**src/rtl/ball.sv**
```systemverilog
// Ball-motion unit: holds the ball position and per-axis velocity, steps the
// position on each movement tick during PLAY, and reflects velocity on
// collision flags and on the playfield walls.
module ball #(
  parameter logic [7:0] X_START = 8'd80,
  parameter logic [7:0] Y_START = 8'd100,
  parameter logic [7:0] X_MAX   = 8'd159,
  parameter logic [7:0] Y_MAX   = 8'd119
) (
  input  logic       clock,
  input  logic       reset,
  input  logic [2:0] state,
  input  logic       cX,
  input  logic       cY,
  output logic [7:0] nextX,
  output logic [7:0] nextY,
  output logic [2:0] vX,
  output logic [2:0] vY,
  input  logic       in
);

  // Game FSM encodings; every other value means FREEZE (hold everything).
  localparam logic [2:0] ST_READY = 3'b000;
  localparam logic [2:0] ST_PLAY  = 3'b001;

  // Start-of-serve velocity: +1 on X, -1 on Y.
  localparam logic [2:0] VX_START = 3'b001;
  localparam logic [2:0] VY_START = 3'b111;

  logic [7:0] x_q, x_d;
  logic [7:0] y_q, y_d;
  logic [2:0] vx_q, vx_d;
  logic [2:0] vy_q, vy_d;

  logic [2:0]        evx, evy;
  logic signed [8:0] sx, sy;

  // Collision-adjusted velocity and the 9-bit signed candidate positions.
  // Magnitudes stay within 1..3, so two's-complement negation never wraps.
  always_comb begin
    evx = cX ? (3'd0 - vx_q) : vx_q;
    evy = cY ? (3'd0 - vy_q) : vy_q;
    sx  = $signed({1'b0, x_q}) + $signed({{6{evx[2]}}, evx});
    sy  = $signed({1'b0, y_q}) + $signed({{6{evy[2]}}, evy});
  end

  // Next-state selection: READY reloads, PLAY moves/reflects, FREEZE holds.
  always_comb begin
    x_d  = x_q;
    y_d  = y_q;
    vx_d = vx_q;
    vy_d = vy_q;
    if (state == ST_READY) begin
      x_d  = X_START;
      y_d  = Y_START;
      vx_d = VX_START;
      vy_d = VY_START;
    end else if (state == ST_PLAY) begin
      // Collisions always update velocity, even without a tick.
      vx_d = evx;
      vy_d = evy;
      if (in) begin
        // Wall reflection composes with any collision negation above.
        if (sx < 0) begin
          x_d  = 8'd0;
          vx_d = 3'd0 - evx;
        end else if (sx > $signed({1'b0, X_MAX})) begin
          x_d  = X_MAX;
          vx_d = 3'd0 - evx;
        end else begin
          x_d  = sx[7:0];
        end
        if (sy < 0) begin
          y_d  = 8'd0;
          vy_d = 3'd0 - evy;
        end else if (sy > $signed({1'b0, Y_MAX})) begin
          y_d  = Y_MAX;
          vy_d = 3'd0 - evy;
        end else begin
          y_d  = sy[7:0];
        end
      end
    end
  end

  // State registers with synchronous active-low reset overriding all inputs.
  always_ff @(posedge clock) begin
    if (!reset) begin
      x_q  <= X_START;
      y_q  <= Y_START;
      vx_q <= VX_START;
      vy_q <= VY_START;
    end else begin
      x_q  <= x_d;
      y_q  <= y_d;
      vx_q <= vx_d;
      vy_q <= vy_d;
    end
  end

  assign nextX = x_q;
  assign nextY = y_q;
  assign vX    = vx_q;
  assign vY    = vy_q;

endmodule

```
**config.mk**
```make
export PLATFORM = sky130hd
export DESIGN_NAME = ball
export DESIGN_NICKNAME = d
export VERILOG_FILES = /design/src/rtl/ball.sv
export SDC_FILE = /design/constraint.sdc
export NUM_CORES = 1
export LEC_CHECK = 0
export ABC_AREA = 0
export BUFFER_PORTS_ARGS = -buffer_cell sky130_fd_sc_hd__clkbuf_2
export CORE_UTILIZATION = 40
export DETAILED_ROUTE_END_ITERATION = 10
export GPL_ROUTABILITY_DRIVEN = 0
export PLACE_DENSITY = 0.62
export SKIP_LAST_GASP = 1
export SLEW_MARGIN = 20
export SYNTH_ARGS = -nofsm -noshare
export SYNTH_HDL_FRONTEND = slang
export SYNTH_SLANG_ARGS = --single-unit
```
**constraint.sdc**
```tcl
create_clock -name clock -period 3.7 [get_ports clock]
set_clock_uncertainty 0.15 [all_clocks]
set_input_delay 0.37 -clock clock [delete_from_list [all_inputs] [get_ports clock]]
set_output_delay 0.37 -clock clock [all_outputs]
set_load 0.05 [all_outputs]
```
After elaboration in Yosys (flattened, before gate mapping)
Cells that the tools add are included. Widths: inputs -> output; s select.

Add/subtract/negate cells: 6. Magnitude comparators: 4. Eq/ne operators: 1. Multiplexer cells: 12. Bitwise gates (word level): 1. Reductions and logical operators: 3.

Operators by type and width (count): $mux 8 (4); $mux 3 (8); $add 9x3->9 (2); $lt 9x1->1 const B (2); $sub 1x3->3 const A (4); $gt 9x8->1 const B (1); $gt 9x9->1 const B (1); $eq 3x1->1 const B (1); $logic_not 3->1 (1); $reduce_and 2->1 (1); $reduce_or 2->1 (1); $not 1->1 (1).

Flip-flop bits (word level): 22. Input bits: 8. Output and inout port bits: 22. Logic and storage cells: 31.

Depth between registers and ports, before layout
Gate-level depths: netlist of run 1.

Depth after elaboration: 7. Gate-level depth with buffers: 11. Gate-level depth less buffers: 10.

Least setup slack after synthesis of run 1
OpenSTA, ideal clock, no wires.

Kind: register to register. Start point: register vx_q[2], in the netlist vX[2]. End point: register vx_q[1], in the netlist vX[1]. Setup time: 0.124 ns. Arrival: 3.086 ns. Data required time: 3.426 ns. Path slack: 0.339 ns. Cell stages (with the launch flop): 11. Buffers on the path: 1. Clock period less this slack: 3.361 ns. Cell sequence: dfxtp_1 > xor2_1 > ha_1 > a21oi_1 > o22ai_1 > o41ai_1 > xnor2_1 > clkbuf_1 > o2111ai_1 > o21ai_1 > o22ai_2.

Word-level cells in the longest chain between the ends: 7. Elaborated cells between the ends (all ways): 8. Those cells by class: 2 x add/sub; 2 x order compare; 4 x mux.

RTL lines: start, declared (line 32) `logic [2:0] vx_q, vx_d;`; start signal, assigned (line 96) `vx_q <= vx_d;`; $sub 1x3->3 (line 41) `evx = cX ? (3'd0 - vx_q) : vx_q;`; $mux 3 (*) (line 41); $add 9x3->9 (*) (line 43) `sx = $signed({1'b0, x_q}) + $signed({{6{evx[2]}}, evx});`; $gt 9x9->1 (line 67) `end else if (sx > $signed({1'b0, X_MAX})) begin`; $mux 3 (line 67); $mux 3 (*) (line 64) `if (sx < 0) begin`; $mux 3 (*) (line 62) `if (in) begin`.

Every way passes the cells marked *; elsewhere a longest branch is shown, timed or not. A chain may end at the register's enable or synchronous reset.

Worst setup path after layout of run 1
Same ends and word-level chain as after synthesis.

==> flow_summary.toml, run 1 <==
[worst_hold_path]
hp-class = "input pin to flop"

[yosys]
yosysSeqAreaShare = 0.209
synth_edf_count = 0
synth.cell_area_um2 = 1910
ys_ff_latch = 20
syn_avg_cell_area_um2 = 7.97
synthFlopType = "dfxtp_1"
async_flop_share = 0
synth_warnings = 0
syn_inst = 240
synth_cell_types = 56

[routing]
post_drt_wl_per_cell_um = 14.2
viasPerCell = 5.73
vias = 1817
drt-total-wl_mm = 4.50
drc_errors = 0
drt_iter0_markers = 129
drt-pass1-iter-count = 7
antenna_left = 0

[sta]
rsz0062_at_grt = "false"
setup_tns_ps = 0
finalSetupViolCount = 0
slew_headroom = 0.567
finalHoldViolations = 0
tightest_slew_ps = 645
slew_violations = 0
fin_crit_sh = 0.838
clock.fmax_mhz = 323
min_period_ps = 3100

[power]
p_int_uw = 420
seq_power_share = 0.320
vdd_drop_max_uv = 152
cellPowerDensity_nw_per_um2 = 337
p_total_uw = 720
p_sw_uw = 300
power_switching_share = 0.416
pwr-share-clk = 0.198
combPwrFrac = 0.481
leakage_nw = 0.879

[global_routing]
grt_antenna_before_repair = 0
grt_pass1_vias = 1673
overflow = 0
grt_usage = 0.187
grt_pass1_wl_mm = 7.62
grt_max_degree = 17

[critical_path]
cp_max_fo = 6
startpoint_type = "flop"
arrival_ps = 3090
worstSetupPathType = "flop to flop"
cp-end-kind = "flop"
cp.required_ps = 3690

[final_layout]
layout_common_cells = "clkbuf_2 (27), nor2_1 (24), a21oi_1 (24)"
drive_above_1_share = 0.174
nets = 297
mostFrequentLayoutCell = "clkbuf_2"
fin_cells = 317
antenna_cells = 0
area_growth_pct = 11.8

[cts]
clk-insertion-delay-late_ps = 260
path_clk_slew_ps = 80
tritoncts = "built"
cts.path.max_buffers = 2
post_cts_resized = 0
cts_buffers = 3
cts.sink_count = 20
htree_levels = 1
ctsHoldBuffers = 0
cts_setup_buffers = 0
clock-root-buffer = "clkbuf_8"

[die]
coreArea_um2 = 4470
die_h_um = 71.2
ios = 30
core.rowCount = 24
start_util = 0.428
dieArea_um2 = 5060
die-width_um = 71.2

[run]
maxCapViolCount = 0

[placement]
dp_cells = 314
hpwl_mm = 3.52
io_buffer_count = 27

[status]
status = "finished clean"
cell usage after synthesis, types with 3 or more instances:
cell / instances / area (µm²)
nand2_1: 20 / 75.1
xnor2_1: 6 / 52.6
nand3_1: 12 / 60.1
o21ai_1: 7 / 35.0
xor2_1: 10 / 87.6
o2111ai_1: 3 / 26.3
clkbuf_1: 6 / 22.5
dfxtp_1: 20 / 400
ha_1: 20 / 250
nor2_1: 24 / 90.1
a211o_1: 3 / 26.3
o21ai_0: 10 / 50.1
a21o_1: 3 / 22.5
nand2b_1: 3 / 18.8
nor3_1: 6 / 30.0
a21oi_1: 24 / 120
o211ai_1: 3 / 22.5
and2_1: 4 / 25.0
o21a_1: 3 / 22.5
inv_1: 9 / 33.8
registers in the layout, indices dropped and copies added (netlist names):
register and cells:
nextY 8, vY 2, vX 2, nextX 8
final timing paths:
| check | startpoint | end | slack [ps] | cells after the start |
|---|---|---|---|---|
| max | vX[2] | vX[1] | 600 | 9 |
| min | reset | vX[2] | 250 | 3 |
| max reg2reg | vX[2] | vX[1] | 600 | 9 |
| min reg2reg | nextX[7] | nextX[7] | 330 | 2 |
power by group through the flow:
stage,sequential [mW],combinational (mW),clock [mW]
final,0.231,0.347,0.143
after global routing,0.232,0.384,0.160
after CTS,0.231,0.346,0.147
after detailed placement,0.236,0.344,0
after global placement,0.236,0.343,0
after floorplan,0.258,0.252,0
critical path, stage by stage, from the launching register on:
cell	delay, ps
dfxtp_1	400
xor2_1	460
ha_1	370
a211oi_2	240
a21oi_2	130
o41ai_2	370
xor2_1	410
o211ai_1	160
a21oi_1	190
o22ai_2	110
cells by family after synthesis:
logic type               Yosys count  share of synthesized area
other                              1                    0.00196
multiplexers                       1                    0.00589
adder cells (fa/ha/maj)           22                      0.152
buffers and inverters             18                     0.0399
AND/OR/NAND/NOR                   82                      0.207
AO/OA/AOI/OAI                     79                      0.302
XOR/XNOR                          17                     0.0818
flip-flops                        20                      0.209
cell type report:
class / count / area (µm²)
sequential: 20 / 400
clock buffer: 3 / 41.3
timing repair buffer: 30 / 158
multi-input combinational: 203 / 1440
tap: 52 / 65.1
fill: 463 / 2340
inverter: 9 / 33.8
stage by stage:
step	utilization	setup WS, ps	instance area (µm²)	hold slack, ps
6_report	0.478	600	2140	246
5_1_grt	0.478	345	2140	242
4_1_cts	0.478	595	2140	240
3_5_place_dp	0.469	415	2100	324
3_3_place_gp	0.469	490	2100	320
2_1_floorplan	-	339	1920	363
metal layers:
| layer | up-vias | track usage | wire length (µm) | part of all wire |
|---|---|---|---|---|
| met1 | 832 | 0.253 | 2220 | 0.49 |
| met3 | 6 | 0.0228 | 132 | 0.029 |
| li1 | 926 | - | - | - |
| met4 | 0 | 0.0556 | 48 | 0.011 |
| met2 | 53 | 0.311 | 2100 | 0.47 |
| met5 | - | 0 | 0 | 0 |
Note: power is estimated with default switching activity, not from simulation.
==> inputs of run 2 (changes only) <==
--- a/config.mk
+++ b/config.mk
@@ -10,7 +10,7 @@
 export CORE_UTILIZATION = 40
 export DETAILED_ROUTE_END_ITERATION = 10
 export GPL_ROUTABILITY_DRIVEN = 0
-export PLACE_DENSITY = 0.62
+export PLACE_DENSITY = 0.64
 export SKIP_LAST_GASP = 1
 export SLEW_MARGIN = 20
 export SYNTH_ARGS = -nofsm -noshare
==> constraint.sdc (replaced) <==
create_clock -name clock -period 2.6 [get_ports clock]
set_clock_uncertainty 0.15 [all_clocks]
set_input_delay 0.26 -clock clock [delete_from_list [all_inputs] [get_ports clock]]
set_output_delay 0.26 -clock clock [all_outputs]
set_load 0.05 [all_outputs]
==> flow_summary.toml, run 2 (synthesis results as in run 1) <==
[critical_path]
worstSetupPathType = "flop to flop"
reg2reg_to = "vX[2]"
cp-end-kind = "flop"
r2r-start = "vX[2]"
cp.required_ps = 2640
ff2ff_setup_slack_ps = -90
startpoint_type = "flop"
cp_max_fo = 7
rr_worst_depth = 10
arrival_ps = 2730

[cts]
cts_buffers = 3
clock-root-buffer = "clkbuf_8"
htree_levels = 1
tritoncts = "built"
path_clk_slew_ps = 80
cts.path.max_buffers = 2
cts.sink_count = 20
clk-insertion-delay-late_ps = 260

[worst_hold_path]
hp-class = "input pin to flop"
hold_depth = 3
holdPathEnd = "vX[2]"
holdCritStartpoint = "reset"

[final_layout]
drive_above_1_share = 0.474
mostFrequentLayoutCell = "buf_4"
nets = 352
layout_common_cells = "buf_4 (53), clkbuf_2 (27), nor2_1 (24)"
post-route-util = 0.667
fillers = 380
antenna_cells = 0
area_growth_pct = 56.0

[power]
p_int_uw = 852
seq_power_share = 0.236
power_switching_share = 0.390
leakage_nw = 1.21
p_total_mw = 1.40
pwr-share-clk = 0.152
p_sw_uw = 546
vdd_drop_max_uv = 286
combPwrFrac = 0.612
cellPowerDensity_nw_per_um2 = 469

[routing]
post_drt_wl_per_cell_um = 14.7
drt_iter0_markers = 108
drt-pass1-iter-count = 6
antenna_left = 0
viasPerCell = 5.50
vias = 2051
drt-total-wl_mm = 5.47
drc_errors = 0

[global_routing]
grt_pass1_vias = 1901
grt_antenna_before_repair = 0
grt_usage = 0.213
overflow = 0
grt_pass1_wl_mm = 8.55
grt_max_degree = 17

[sta]
rsz0062_at_grt = "true"
min_period_ps = 2690
setup_tns_ps = -555
final.setup.worst_slack_ps = -94.8
finalSetupViolCount = 8
tightest_slew_ps = 629
slew_violations = 0
clock.fmax_mhz = 371
finalHoldViolations = 0
slew_headroom = 0.576
fin_crit_sh = 1.04

[die]
ios = 30
core.rowCount = 24
die_h_um = 71.2
dieArea_um2 = 5060
start_util = 0.428
coreArea_um2 = 4470
die-width_um = 71.2

[status]
status = "complete, but fails checks"
violations = "negative setup slack"

[placement]
io_buffer_count = 27
hpwl_mm = 4.02

[run]
maxCapViolCount = 0
run 2: cell types whose count changed in the layout (fill, tap and decap cells not counted), moves of 6 or more:
cell and delta:
a21oi_1 -9, ha_4 +9, buf_4 +50, dfxtp_1 -6, ha_1 -9, a21oi_2 +8
run 2: cell type report:
| class | instances | area (µm²) | area share |
|---|---|---|---|
| clock buffers | 4 | 45.0 | 0.0151 |
| inverters | 9 | 36.3 | 0.0122 |
| multi-input cells | 203 | 1810 | 0.608 |
| flip-flops and latches | 20 | 418 | 0.140 |
| well taps | 52 | 65.1 | 0.0218 |
| repair buffers | 85 | 607 | 0.203 |
run 2: power by group through the flow:
stage | Combinational, mW | Clock [mW] | Sequential [mW]
2_1_floorplan | 0.381 | 0 | 0.369
3_3_place_gp | 0.655 | 0 | 0.333
3_5_place_dp | 0.662 | 0 | 0.333
4_1_cts | 0.718 | 0.217 | 0.328
5_1_grt | 0.922 | 0.233 | 0.332
6_report | 0.855 | 0.213 | 0.331
run 2: worst max-delay path by stage:
stage | start | endpoint | slack [ps] | cells past startpoint
floorplan | vX[2] | nextX[6] | -110 | 9
finish | vX[2] | vX[2] | -90 | 10
global placement | cX | vX[1] | -190 | 12
global route | vX[2] | nextX[0] | -190 | 11
CTS | vX[2] | vX[2] | -80 | 10
detailed placement | cX | nextX[6] | -240 | 10
run 2: metrics by stage:
stage                     cell area [µm²]  std cells  setup slack, ps  hold WS (ps)
after floorplan                      2020        241             -112           244
after global placement               2540        359             -193           313
after detailed placement             2540        359             -239           323
after CTS                            2710        367            -84.4           119
after global routing                 2980        373             -186           139
final                                2980        373            -94.8           117
run 2: per-layer routing:
| metal | wire [µm] | global-route usage | vias to the layer above |
|---|---|---|---|
| met5 | 0 | 0 | - |
| met4 | 75 | 0.0711 | 0 |
| met3 | 106 | 0.0199 | 6 |
| met2 | 2920 | 0.379 | 34 |
| met1 | 2380 | 0.268 | 977 |
| li1 | - | - | 1034 |
run 2: worst max-delay path, cell delays in order, from the launching register on:
cell and delay (ps):
dfxtp_4 380, xor2_4 160, buf_12 150, ha_4 210, a211oi_4 240, a21oi_4 110, or3_4 360, a32oi_4 290
o21ai_4 120, a211o_1 300, a41oi_2 130
run 2: timing repair:
item	4_1_cts	5_1_grt
setup buffers	4	6
hold buffers	0	0
resized for setup	16	37
pin swaps	12	24
endpoints found under the setup margin	18	18
